## src/rtl/datamem_arbiter_if.sv

```systemverilog
// Bus bundle between the two requesters, the arbiter and the data memory unit.
//   Port A : single-beat CPU load/store requester (a_*)
//   Port B : incrementing word-burst DMA/loader requester (b_*)
//   Memory : shared access port of the data memory unit (mem_*)
// modport slave  : arbiter view (requests/read data in, grants/memory drive out)
// modport master : requester + memory view (the opposite directions)
interface datamem_arbiter_if #(
    parameter int unsigned DATA_WIDTH    = 32,
    parameter int unsigned ADDRESS_WIDTH = 32,
    parameter int unsigned BURST_WIDTH   = 4
);
    // Port A
    logic                     a_req;
    logic [ADDRESS_WIDTH-1:0] a_addr;
    logic [DATA_WIDTH-1:0]    a_wdata;
    logic [2:0]               a_ctrl;
    logic                     a_we;
    logic                     a_gnt;
    logic [DATA_WIDTH-1:0]    a_rdata;
    logic                     a_rvalid;
    // Port B
    logic                     b_req;
    logic [ADDRESS_WIDTH-1:0] b_addr;
    logic [BURST_WIDTH-1:0]   b_len;
    logic [DATA_WIDTH-1:0]    b_wdata;
    logic [2:0]               b_ctrl;
    logic                     b_we;
    logic                     b_gnt;
    logic [DATA_WIDTH-1:0]    b_rdata;
    logic                     b_rvalid;
    logic                     b_done;
    // Memory unit
    logic [ADDRESS_WIDTH-1:0] mem_address;
    logic [DATA_WIDTH-1:0]    mem_write_data;
    logic [2:0]               mem_ctrl;
    logic                     mem_write_enable;
    logic [DATA_WIDTH-1:0]    mem_read_data;

    modport slave (
        input  a_req, a_addr, a_wdata, a_ctrl, a_we,
        output a_gnt, a_rdata, a_rvalid,
        input  b_req, b_addr, b_len, b_wdata, b_ctrl, b_we,
        output b_gnt, b_rdata, b_rvalid, b_done,
        output mem_address, mem_write_data, mem_ctrl, mem_write_enable,
        input  mem_read_data
    );

    modport master (
        output a_req, a_addr, a_wdata, a_ctrl, a_we,
        input  a_gnt, a_rdata, a_rvalid,
        output b_req, b_addr, b_len, b_wdata, b_ctrl, b_we,
        input  b_gnt, b_rdata, b_rvalid, b_done,
        input  mem_address, mem_write_data, mem_ctrl, mem_write_enable,
        output mem_read_data
    );
endinterface

```

## src/rtl/datamem_arbiter.sv

```systemverilog
// Two-port arbiter and burst sequencer in front of the data memory unit.
// Port A issues single accesses, port B issues incrementing word bursts; on
// contention in IDLE the port that did not own the memory last wins.
// Grants and memory drive are combinational; read data, rvalid and b_done are
// registered one cycle after the access.
//   clk   : system clock
//   rst_n : asynchronous active-low reset
//   bus   : datamem_arbiter_if.slave (port A, port B, memory unit signals)
module datamem_arbiter #(
    parameter int unsigned DATA_WIDTH    = 32,
    parameter int unsigned ADDRESS_WIDTH = 32,
    parameter int unsigned BURST_WIDTH   = 4
) (
    input  logic                  clk,
    input  logic                  rst_n,
    datamem_arbiter_if.slave      bus
);
    localparam logic [ADDRESS_WIDTH-1:0] WORD_STEP = ADDRESS_WIDTH'(4);
    localparam logic [BURST_WIDTH-1:0]   CNT_ONE   = BURST_WIDTH'(1);

    typedef enum logic { ST_IDLE, ST_BURST } state_t;
    typedef enum logic { OWN_A, OWN_B } owner_t;

    state_t                   r_state;
    owner_t                   r_last_owner;
    logic [BURST_WIDTH-1:0]   r_cnt;
    logic [BURST_WIDTH-1:0]   r_len;
    logic [ADDRESS_WIDTH-1:0] r_addr;
    logic                     r_we;
    logic [2:0]               r_ctrl;
    logic [DATA_WIDTH-1:0]    r_a_rdata;
    logic                     r_a_rvalid;
    logic [DATA_WIDTH-1:0]    r_b_rdata;
    logic                     r_b_rvalid;
    logic                     r_b_done;

    logic                     w_a_gnt;
    logic                     w_b_first;
    logic                     w_b_beat;
    logic                     w_b_gnt;
    logic                     w_b_we;
    logic                     w_b_last;

    // Grant decision; gated by rst_n so nothing reaches memory while in reset.
    always_comb begin
        w_a_gnt   = 1'b0;
        w_b_first = 1'b0;
        w_b_beat  = 1'b0;
        if (rst_n) begin
            if (r_state == ST_IDLE) begin
                if (bus.a_req && (!bus.b_req || r_last_owner == OWN_B)) begin
                    w_a_gnt = 1'b1;
                end else if (bus.b_req) begin
                    w_b_first = 1'b1;
                end
            end else begin
                w_b_beat = bus.b_req;
            end
        end
    end

    assign w_b_gnt  = w_b_first | w_b_beat;
    assign w_b_we   = w_b_first ? bus.b_we : r_we;
    assign w_b_last = w_b_first ? (bus.b_len == '0) : (r_cnt == r_len);

    // Memory mux: beat 0 uses the live port-B fields, later beats the latched ones.
    always_comb begin
        bus.mem_address      = '0;
        bus.mem_write_data   = '0;
        bus.mem_ctrl         = '0;
        bus.mem_write_enable = 1'b0;
        if (w_a_gnt) begin
            bus.mem_address      = bus.a_addr;
            bus.mem_write_data   = bus.a_wdata;
            bus.mem_ctrl         = bus.a_ctrl;
            bus.mem_write_enable = bus.a_we;
        end else if (w_b_first) begin
            bus.mem_address      = bus.b_addr;
            bus.mem_write_data   = bus.b_wdata;
            bus.mem_ctrl         = bus.b_ctrl;
            bus.mem_write_enable = bus.b_we;
        end else if (w_b_beat) begin
            bus.mem_address      = r_addr;
            bus.mem_write_data   = bus.b_wdata;
            bus.mem_ctrl         = r_ctrl;
            bus.mem_write_enable = r_we;
        end
    end

    // State, burst bookkeeping and registered read return.
    always_ff @(posedge clk or negedge rst_n) begin
        if (!rst_n) begin
            r_state      <= ST_IDLE;
            r_last_owner <= OWN_B;
            r_cnt        <= '0;
            r_len        <= '0;
            r_addr       <= '0;
            r_we         <= 1'b0;
            r_ctrl       <= '0;
            r_a_rdata    <= '0;
            r_a_rvalid   <= 1'b0;
            r_b_rdata    <= '0;
            r_b_rvalid   <= 1'b0;
            r_b_done     <= 1'b0;
        end else begin
            r_a_rvalid <= w_a_gnt && !bus.a_we;
            if (w_a_gnt && !bus.a_we) begin
                r_a_rdata <= bus.mem_read_data;
            end
            r_b_rvalid <= w_b_gnt && !w_b_we;
            if (w_b_gnt && !w_b_we) begin
                r_b_rdata <= bus.mem_read_data;
            end
            // An aborted burst never reaches its last beat, so no done pulse.
            r_b_done <= w_b_gnt && w_b_last;

            case (r_state)
                ST_IDLE: begin
                    if (w_a_gnt) begin
                        r_last_owner <= OWN_A;
                    end else if (w_b_first) begin
                        if (w_b_last) begin
                            r_last_owner <= OWN_B;
                        end else begin
                            r_state <= ST_BURST;
                            r_cnt   <= CNT_ONE;
                            r_addr  <= bus.b_addr + WORD_STEP;
                            r_len   <= bus.b_len;
                            r_we    <= bus.b_we;
                            r_ctrl  <= bus.b_ctrl;
                        end
                    end
                end
                ST_BURST: begin
                    if (w_b_beat) begin
                        r_addr <= r_addr + WORD_STEP;
                        r_cnt  <= r_cnt + CNT_ONE;
                        if (w_b_last) begin
                            r_state      <= ST_IDLE;
                            r_last_owner <= OWN_B;
                        end
                    end else begin
                        r_state      <= ST_IDLE;
                        r_last_owner <= OWN_B;
                    end
                end
                default: r_state <= ST_IDLE;
            endcase
        end
    end

    assign bus.a_gnt    = w_a_gnt;
    assign bus.a_rdata  = r_a_rdata;
    assign bus.a_rvalid = r_a_rvalid;
    assign bus.b_gnt    = w_b_gnt;
    assign bus.b_rdata  = r_b_rdata;
    assign bus.b_rvalid = r_b_rvalid;
    assign bus.b_done   = r_b_done;
endmodule

```

## src/flat_wrapper.sv

```systemverilog
// flat-port wrapper written by rule: the top's interface ports become plain ports
module datamem_arbiter_flat 
#(
    parameter int unsigned DATA_WIDTH    = 32,
    parameter int unsigned ADDRESS_WIDTH = 32,
    parameter int unsigned BURST_WIDTH   = 4
)
  (clk, rst_n, bus_a_req, bus_a_addr, bus_a_wdata, bus_a_ctrl, bus_a_we, bus_a_gnt, bus_a_rdata, bus_a_rvalid, bus_b_req, bus_b_addr, bus_b_len, bus_b_wdata, bus_b_ctrl, bus_b_we, bus_b_gnt, bus_b_rdata, bus_b_rvalid, bus_b_done, bus_mem_address, bus_mem_write_data, bus_mem_ctrl, bus_mem_write_enable, bus_mem_read_data);
  datamem_arbiter_if #(.DATA_WIDTH(DATA_WIDTH), .ADDRESS_WIDTH(ADDRESS_WIDTH), .BURST_WIDTH(BURST_WIDTH)) bus_i ();
  input  logic clk;
  input  logic rst_n;
  input wire logic [$bits(bus_i.a_req)-1:0] bus_a_req;
  input wire logic [$bits(bus_i.a_addr)-1:0] bus_a_addr;
  input wire logic [$bits(bus_i.a_wdata)-1:0] bus_a_wdata;
  input wire logic [$bits(bus_i.a_ctrl)-1:0] bus_a_ctrl;
  input wire logic [$bits(bus_i.a_we)-1:0] bus_a_we;
  output wire logic [$bits(bus_i.a_gnt)-1:0] bus_a_gnt;
  output wire logic [$bits(bus_i.a_rdata)-1:0] bus_a_rdata;
  output wire logic [$bits(bus_i.a_rvalid)-1:0] bus_a_rvalid;
  input wire logic [$bits(bus_i.b_req)-1:0] bus_b_req;
  input wire logic [$bits(bus_i.b_addr)-1:0] bus_b_addr;
  input wire logic [$bits(bus_i.b_len)-1:0] bus_b_len;
  input wire logic [$bits(bus_i.b_wdata)-1:0] bus_b_wdata;
  input wire logic [$bits(bus_i.b_ctrl)-1:0] bus_b_ctrl;
  input wire logic [$bits(bus_i.b_we)-1:0] bus_b_we;
  output wire logic [$bits(bus_i.b_gnt)-1:0] bus_b_gnt;
  output wire logic [$bits(bus_i.b_rdata)-1:0] bus_b_rdata;
  output wire logic [$bits(bus_i.b_rvalid)-1:0] bus_b_rvalid;
  output wire logic [$bits(bus_i.b_done)-1:0] bus_b_done;
  output wire logic [$bits(bus_i.mem_address)-1:0] bus_mem_address;
  output wire logic [$bits(bus_i.mem_write_data)-1:0] bus_mem_write_data;
  output wire logic [$bits(bus_i.mem_ctrl)-1:0] bus_mem_ctrl;
  output wire logic [$bits(bus_i.mem_write_enable)-1:0] bus_mem_write_enable;
  input wire logic [$bits(bus_i.mem_read_data)-1:0] bus_mem_read_data;
  assign bus_i.a_req = bus_a_req;
  assign bus_i.a_addr = bus_a_addr;
  assign bus_i.a_wdata = bus_a_wdata;
  assign bus_i.a_ctrl = bus_a_ctrl;
  assign bus_i.a_we = bus_a_we;
  assign bus_a_gnt = bus_i.a_gnt;
  assign bus_a_rdata = bus_i.a_rdata;
  assign bus_a_rvalid = bus_i.a_rvalid;
  assign bus_i.b_req = bus_b_req;
  assign bus_i.b_addr = bus_b_addr;
  assign bus_i.b_len = bus_b_len;
  assign bus_i.b_wdata = bus_b_wdata;
  assign bus_i.b_ctrl = bus_b_ctrl;
  assign bus_i.b_we = bus_b_we;
  assign bus_b_gnt = bus_i.b_gnt;
  assign bus_b_rdata = bus_i.b_rdata;
  assign bus_b_rvalid = bus_i.b_rvalid;
  assign bus_b_done = bus_i.b_done;
  assign bus_mem_address = bus_i.mem_address;
  assign bus_mem_write_data = bus_i.mem_write_data;
  assign bus_mem_ctrl = bus_i.mem_ctrl;
  assign bus_mem_write_enable = bus_i.mem_write_enable;
  assign bus_i.mem_read_data = bus_mem_read_data;
  datamem_arbiter #(.DATA_WIDTH(DATA_WIDTH), .ADDRESS_WIDTH(ADDRESS_WIDTH), .BURST_WIDTH(BURST_WIDTH)) u_core (.clk(clk), .rst_n(rst_n), .bus(bus_i));
endmodule
```

## config.mk

```make
export PLATFORM = sky130hd
export DESIGN_NAME = datamem_arbiter_flat
export DESIGN_NICKNAME = d
export VERILOG_FILES = /design/src/rtl/datamem_arbiter_if.sv /design/src/rtl/datamem_arbiter.sv /design/src/flat_wrapper.sv
export SDC_FILE = /design/constraint.sdc
export NUM_CORES = 1
export LEC_CHECK = 0
export ABC_CLOCK_PERIOD_IN_PS = 6400
export BUFFER_PORTS_ARGS = -buffer_cell sky130_fd_sc_hd__clkbuf_2
export CAP_MARGIN = 10
export CORE_AREA = 2 2 120 122
export CTS_BUF_LIST = sky130_fd_sc_hd__clkbuf_8
export CTS_CLUSTER_DIAMETER = 30
export CTS_CLUSTER_SIZE = 20
export DETAILED_ROUTE_END_ITERATION = 7
export DIE_AREA = 0 0 122 124
export PLACE_DENSITY = 0.82
export SLEW_MARGIN = 25
export SYNTH_ARGS = -nofsm -noshare
export SYNTH_HDL_FRONTEND = slang
export SYNTH_SLANG_ARGS = --single-unit
export TNS_END_PERCENT = 50
```

## constraint.sdc

```tcl
create_clock -name clk -period 6.4 [get_ports clk]
set_clock_uncertainty 0.2 [all_clocks]
set_input_delay 1.28 -clock clk [delete_from_list [all_inputs] [get_ports clk]]
set_output_delay 1.28 -clock clk [all_outputs]
set_load 0.1 [all_outputs]
```

Word-level counts from Yosys, hierarchy flattened
Cells that the tools add are included.
- multiply operators: 0
- $lt $le $gt $ge: 0
- mux-type cells: 43
- div/mod/pow operators: 0
- shift operators: 0
- reduce and logical (&&, ||, !) cells: 11
- bitwise gates (word level): 4
- add/subtract/negate cells: 3
- equal/unequal tests: 6
- operators with widths (operator ; count):
    32-bit two-way mux ; 10
    32-bit by 3-bit adder with 32-bit output, second input constant ; 2
    32-bit case mux with 2 select lines ; 1
    1-bit two-way mux ; 22
    4-bit two-way mux ; 4
    3-bit two-way mux ; 3
    4-bit case mux with 2 select lines ; 1
    4-bit AND reduction ; 2
    2-bit inequality test, second input constant ; 3
    4-bit by 1-bit adder with 4-bit output, second input constant ; 1
    4-bit equality test ; 1
    1-bit logical AND ; 4
    4-bit zero test ; 1
    1-bit case mux with 2 select lines ; 2
    1-bit zero test ; 3
    3-bit by 1-bit inequality test with 1-bit output, second input constant ; 1
    1-bit inverter ; 3
    2-bit by 1-bit inequality test with 1-bit output, second input constant ; 1
    1-bit logical OR ; 1
    1-bit bitwise OR ; 1
- bits of input ports: 176
- memories: 0
- word-level logic and storage cells: 79
- bits in latches: 0
- ROM bits: 0
- memory bits (writable): 0
- output and inout bits: 137
- flip-flop bits (word level): 113

Depth between registers and ports, before layout
Gate-level depths: netlist (run 1).
- depth after elaboration: 11
- gate-level depth with buffers: 14
- depth with buffers taken out: 8

Worst setup path before layout (run 1)
OpenSTA, ideal clock, no wires.
- path kind: in2out
- start: in bus_b_req
- end: out bus_mem_write_data[23]
- buffers on the path: 2
- path slack: 1.091 ns
- arrival time: 3.829 ns
- cell stages on the path: 6
- data required time: 4.920 ns
- path through: and2_1 -> clkbuf_1 -> nand3_1 -> nand2_1 -> clkbuf_1 -> a22o_1
- cells in the longest elaborated chain, start to end: 8
- elaborated cells on any way between the ends: 15
- classes of those cells: mux (12); reduce/logical (3)
- ends and longest elaborated chain (what ; RTL line ; source):
    from (decl) ; flat_wrapper.sv:20 ; input wire logic [$bits(bus_i.b_req)-1:0] bus_b_req;
    1-bit zero test ; datamem_arbiter.sv:51 ; if (bus.a_req && (!bus.b_req || r_last_owner == OWN_B)) begin
    1-bit logical OR ; datamem_arbiter.sv:51 ;
    1-bit logical AND ; datamem_arbiter.sv:51 ;
    1-bit two-way mux ; datamem_arbiter.sv:51 ;
    1-bit two-way mux ; datamem_arbiter.sv:50 ; if (r_state == ST_IDLE) begin
    1-bit two-way mux ; datamem_arbiter.sv:49 ; if (rst_n) begin
    32-bit two-way mux ; datamem_arbiter.sv:77 ; end else if (w_b_first) begin
    32-bit two-way mux (*) ; datamem_arbiter.sv:72 ; if (w_a_gnt) begin
    to (decl) ; flat_wrapper.sv:31 ; output wire logic [$bits(bus_i.mem_write_data)-1:0] bus_mem_write_data;
Every way passes the cells marked *; elsewhere a longest branch is shown, timed or not.

Final worst setup path (run 1)
- start: in rst_n
- end: out bus_mem_write_data[25]
- cells in the longest elaborated chain, start to end: 4
- elaborated cells on any way between the ends: 6
- classes of those cells: mux (6)
- ends and longest elaborated chain (what ; RTL line ; source):
    from (decl) ; flat_wrapper.sv:11 ; input logic rst_n;
    1-bit two-way mux ; datamem_arbiter.sv:49 ;
    32-bit two-way mux ; datamem_arbiter.sv:82 ; end else if (w_b_beat) begin
    32-bit two-way mux ; datamem_arbiter.sv:77 ;
    32-bit two-way mux (*) ; datamem_arbiter.sv:72 ;
Marked as above.

==> run summary, run 1 <==
Status: finished, final reports clean
Largest net degree at the start of global routing: 81
Crit share post-route: 81.2%
P_int: 2.10 mW
Max_cap viols: 0
Share of cells above drive strength 1: 45.9%
Synthesized area: 6650 um2
Setup crit start: rst_n
PwrDens: 607 nW/um2
Min-Delay Startpoint: u_core.r_addr[0]
Row cnt: 43
Post-layout util: 64.3%
Number of vias after detailed routing: 6,744
Global-route wire length before repair: 32.0 mm
Worst skew pair latency: 440 ps
Flop2flop setup slack: 2570 ps
Hold crit path type: register to register
DRT antenna net count: 0
F_max: 193 MHz
Syn avg cell area: 9.92 um2
Placed insts: 1,131
Cell mode on critical path: buf_4
Setup-failing EPs final: 0
P&R area growth vs syn: 32.8%
HPWL Detailed: 15.3 mm
Die X: 122 um
IO Pins: 313
Syn Inst Count: 670
Clock buffer depth: 2
Top post-synthesis cells by count: 112 x dfrtp_1, 88 x nand2_1, 75 x mux2_2
Dpl cell area: 8410 um2
Antenna cells: 0
Die footprint: 15,100 um2
DRT met1 WL: 8.98 mm
Root Buffer Master: clkbuf_8
Reg power frac: 25.6%
Yosys reg bits: 113
TritonCTS clock tree: yes
Final setup margin: 1210 ps
Number of global-route vias before repair: 6,318
Most numerous cell in the Yosys netlist: dfrtp_1
Final setup TNS: 0 ps
Sw frac: 60.8%
DRT iter0 DRCs: 594
EDFF count, synth: 0
Yosys cell types: 62
CP peak stage delay: 560 ps
WL/cell: 18.0 um
Clock slew at reported path FFs: 60 ps
Combinational share of power: 61.2%
Total GRT Usage: 27.2%
# nets final: 1,148
H-tree Lvls: 4
Critical path endpoint category: primary output
Main synth FF type: dfrtp_1
Final Non-Filler Cells: 1,163
Final Hold Fails: 0
CP delay by family, top: buffers and inverters
Required @ worst endpoint: 4920 ps
CP Class: primary input to primary output
Setup crit start kind: primary input
Worst Setup Slack post-DPL: 1230 ps
Clk pwr share: 13.1%
Initial Util: 48.4%
Initial antenna violation count: 0
First-pass DRT Iterations: 8
Final Power: 5.36 mW
RSZ-0062 raised after global routing: no
Share of the synthesized area in the top cell type: 42.2%
Critical path arrival: 3710 ps
Yosys warns: 0
Routed Wire Length: 21.0 mm
Net Switching: 3.26 mW
Max VDD drop: 0.578 mV
GR Overflow Total: 0
Post-CTS Setup Repair Bufs: 0
Reg2reg start: u_core.r_state
Final instance area: 8830 um2
Core ar.: 13,700 um2
Resize count post-CTS: 0
DIE HEIGHT: 124 um
CTS sink cnt: 113
FFs w/ async S/R, synth: 100%
Worst-Margin Slew: 1150 ps
Buf/Inv on CP: 3
DR top layer: met4
Period minus WS final: 5190 ps
Cell chain of the critical path: buf_4 > and2_1 > nand3_1 > nand2_1 > buf_4 > a22o_1 > clkbuf_2
Post-CTS Hold Fix Bufs: 0
Crit Path Max Fanout: 38
Hold WS: 278 ps
Top cells by area, synth: dfrtp_1 42%, mux2_2 13%, nand2_1 5.0%
Pleak: 4.40 nW
Net Count, Synth: 848
Post-synthesis sequential area ratio: 42.6%
Vias per inst: 5.80
Slew margin rel.: 23.1%
Routed wl met3: 1.83 mm
Port buffer count: 312
Slowest-stage cell, CP: and2_1
Met2 wire length: 9.76 mm
Cell taking the most area after synthesis: dfrtp_1
CTS Buf Count: 17
Max-slew violations: 0
GP Congestion: 0.874
DR DRC count: 0
==> area by class of cell <==
class | instances | area (um2)
fillers | 1147 | 4890
multi-input cells | 488 | 3560
flip-flops and latches | 113 | 2830
repair buffers | 325 | 1700
clock buffers | 20 | 275
well taps | 180 | 225
clock inverters | 12 | 140
inverters | 25 | 93.8
==> registers in the layout (all words and copies together), names as in the netlist <==
| register | cells |
|---|---|
| u_core.bus.b_rvalid | 1 |
| u_core.r_ctrl | 3 |
| u_core.r_cnt | 4 |
| u_core.bus.a_rvalid | 1 |
| u_core.r_addr | 32 |
| u_core.bus.a_rdata | 32 |
| u_core.r_we | 1 |
| u_core.r_state | 1 |
| u_core.bus.b_done | 1 |
| u_core.r_last_owner | 1 |
| u_core.r_len | 4 |
| u_core.bus.b_rdata | 32 |
==> power by group through the flow <==
stage / Combinational [mW] / Clock (mW) / Sequential, mW
global route: 3.41 / 0.753 / 1.42
CTS: 3.29 / 0.717 / 1.37
finish: 3.28 / 0.704 / 1.37
floorplan: 1.28 / 0 / 2.77
global placement: 3.24 / 0 / 1.35
detailed placement: 3.28 / 0 / 1.37
==> worst reg2reg max path, stage by stage (launching register included) <==
cell	delay, ps
dfrtp_2	970
nand3_1	310
a222oi_1	1070
nand4_2	380
nor3_2	360
mux2_2	380
a21oi_2	100
==> cell families (layout without fill, tap and decap cells) <==
family,count (synthesis),after routing,share of synthesized area (%)
buffers and inverters,69,382,4.29
XOR/XNOR,22,22,2.90
multiplexers,89,89,14.8
flip-flops,113,113,42.6
AO/OA/AOI/OAI,174,174,20.1
AND/OR/NAND/NOR,201,201,14.9
adder cells (fa/ha/maj),2,2,0.377
==> final timing paths <==
check,endpoint,cells past startpoint
worst max-delay path,bus_mem_write_data[25],7
worst min-delay path,u_core.r_addr[0],2
worst max register to register,u_core.r_addr[26],6
worst min register to register,u_core.r_addr[0],2
max in group asynchronous,u_core.bus.a_rdata[25],2
min in group asynchronous,u_core.r_addr[23],1
==> cells in the final DEF, fill, tap and decap left out, types with 12 or more instances in the layout <==
master / count
a22o_1: 35
o21ai_0: 13
mux2_2: 75
dfrtp_1: 111
nand4_1: 20
inv_1: 27
clkbuf_2: 311
a222oi_1: 23
nand3_1: 23
clkbuf_8: 20
mux2i_1: 14
nand2_1: 88
nor2_1: 26
a22oi_1: 19
xor2_1: 12
a21oi_1: 34
==> metal layers <==
metal | vias to the layer above | track usage, %
met5 | - | 0
met4 | 0 | 10.6
met3 | 32 | 8.01
met2 | 319 | 41.9
met1 | 3254 | 36.2
li1 | 3139 | -
(Power assumes the default switching activity.)
==> inputs of run 2 (changes only) <==
--- a/config.mk
+++ b/config.mk
@@ -5,16 +5,16 @@
 export SDC_FILE = /design/constraint.sdc
 export NUM_CORES = 1
 export LEC_CHECK = 0
-export ABC_CLOCK_PERIOD_IN_PS = 6400
+export ABC_CLOCK_PERIOD_IN_PS = 5070
 export BUFFER_PORTS_ARGS = -buffer_cell sky130_fd_sc_hd__clkbuf_2
 export CAP_MARGIN = 10
-export CORE_AREA = 2 2 120 122
+export CORE_MARGIN = 2
+export CORE_UTILIZATION = 49
 export CTS_BUF_LIST = sky130_fd_sc_hd__clkbuf_8
 export CTS_CLUSTER_DIAMETER = 30
 export CTS_CLUSTER_SIZE = 20
 export DETAILED_ROUTE_END_ITERATION = 7
-export DIE_AREA = 0 0 122 124
-export PLACE_DENSITY = 0.82
+export PLACE_DENSITY = 0.84
 export SLEW_MARGIN = 25
 export SYNTH_ARGS = -nofsm -noshare
 export SYNTH_HDL_FRONTEND = slang
==> constraint.sdc (replaced) <==
create_clock -name clk -period 5.07 [get_ports clk]
set_clock_uncertainty 0.2 [all_clocks]
set_input_delay 1.014 -clock clk [delete_from_list [all_inputs] [get_ports clk]]
set_output_delay 1.014 -clock clk [all_outputs]
set_load 0.1 [all_outputs]
==> run 2 against run 1 <==
Effect of this change: global-route usage grew 3.5 points; first-iteration DRC count grew 26%; cell count is essentially flat; combinational power grew 39%; routed wire length grew 8.3%; sequential share of layout area shrank 3.4 points; worst hold slack gained 8.3 ps; design area grew 12%; worst setup slack lost 410 ps; total power grew 34%; largest power group unchanged.
==> run summary, run 2 (same netlist as run 1, synthesis figures left out) <==
Worst skew pair latency: 440 ps
Net Switching: 4.21 mW
Dpl cell area: 9460 um2
Number of vias after detailed routing: 6,897
Final instance area: 9890 um2
IO Pins: 313
Total GRT Usage: 30.7%
DIE HEIGHT: 120 um
Hold crit path type: register to register
Setup crit start kind: primary input
RSZ-0062 raised after global routing: no
Clock buffer depth: 2
F_max: 234 MHz
Max-slew violations: 0
Root Buffer Master: clkbuf_8
Worst-Margin Slew: 1010 ps
Number of global-route vias before repair: 6,746
Row cnt: 42
HPWL Detailed: 16.6 mm
Required @ worst endpoint: 3860 ps
Sw frac: 58.6%
CTS Buf Count: 17
Die X: 120 um
Share of cells above drive strength 1: 46.0%
Flop2flop setup slack: 1530 ps
TritonCTS clock tree: yes
Hold WS: 287 ps
Routed Wire Length: 22.7 mm
Post-CTS Hold Fix Bufs: 0
Crit share post-route: 84.3%
Final Hold Fails: 0
Vias per inst: 5.93
Commonest non-fill, non-tap cell in the layout: clkbuf_2
Resize count post-CTS: 0
First-pass DRT Iterations: 8
DRT antenna net count: 0
Critical path endpoint category: primary output
Critical path arrival: 3060 ps
Final setup TNS: 0 ps
Slew margin rel.: 32.8%
H-tree Lvls: 4
Combinational share of power: 63.3%
Die footprint: 14,500 um2
Post-CTS Setup Repair Bufs: 0
Pleak: 4.72 nW
Global-route wire length before repair: 35.2 mm
CP Class: primary input to primary output
# nets final: 1,152
Setup-failing EPs final: 0
Initial antenna violation count: 1
PwrDens: 728 nW/um2
Most frequent cells in the layout: 242 x clkbuf_2, 111 x dfrtp_1, 88 x nand2_1
Largest net degree at the start of global routing: 81
Crit Path Max Fanout: 34
Clk pwr share: 12.7%
P&R area growth vs syn: 48.8%
DRT iter0 DRCs: 750
Initial Util: 50.2%
Clock slew at reported path FFs: 60 ps
P_int: 2.98 mW
Max VDD drop: 0.779 mV
WL/cell: 19.5 um
Core ar.: 13,200 um2
CTS sink cnt: 113
Port buffer count: 312
Max_cap viols: 0
Status: finished, final reports clean
GR Overflow Total: 0
GP Congestion: 0.854
Reg power frac: 24.0%
DR DRC count: 0
Period minus WS final: 4270 ps
run 2: worst max-delay path: stages:
cell	delay [ps]
buf_4	110
buf_4	380
and3_2	750
buf_4	330
a222oi_1	120
inv_1	150
buf_12	180
run 2: layout make-up:
type	count	area (um2)
Antenna cell	1	2.50
Multi-Input combinational cell	488	3570
Clock buffer	18	248
Timing Repair Buffer	329	2750
Clock inverter	14	173
Tap cell	176	220
Inverter	25	93.8
Sequential cell	113	2830
Fill cell	929	3350
run 2: power by group through the flow:
stage / Clock (mW) / Combinational (mW) / Sequential [mW]
final: 0.914 / 4.55 / 1.73
after global routing: 0.969 / 4.70 / 1.78
after CTS: 0.919 / 4.56 / 1.72
after detailed placement: 0 / 4.54 / 1.72
after global placement: 0 / 4.47 / 1.69
after floorplan: 0 / 1.61 / 3.50
run 2: stage by stage:
step / instances / total power [mW] / utilization (%) / worst slack (ps)
global route: 1164 / 7.45 / 74.7 / 624
global placement: 1130 / 6.16 / 71.2 / 856
CTS: 1163 / 7.19 / 74.6 / 792
finish: 1164 / 7.19 / 74.7 / 795
detailed placement: 1131 / 6.26 / 71.4 / 803
floorplan: 670 / 5.11 / - / 293
run 2: routing by layer:
metal	vias up	part of all wire, %	track usage, %
met5	-	0	0
met4	0	2.0	10.9
met3	51	10	8.96
met2	404	48	48.7
met1	3291	40	40.2
li1	3151	-	-
run 2: worst paths after layout:
kind,to,cells after the start,startpoint
max in group asynchronous,u_core.r_state,2,rst_n
min in group asynchronous,u_core.r_addr[23],2,rst_n
max,bus_mem_address[5],7,rst_n
min,u_core.r_ctrl[0],2,u_core.r_ctrl[0]
max reg2reg,u_core.r_addr[25],7,u_core.r_state
min reg2reg,u_core.r_ctrl[0],2,u_core.r_ctrl[0]
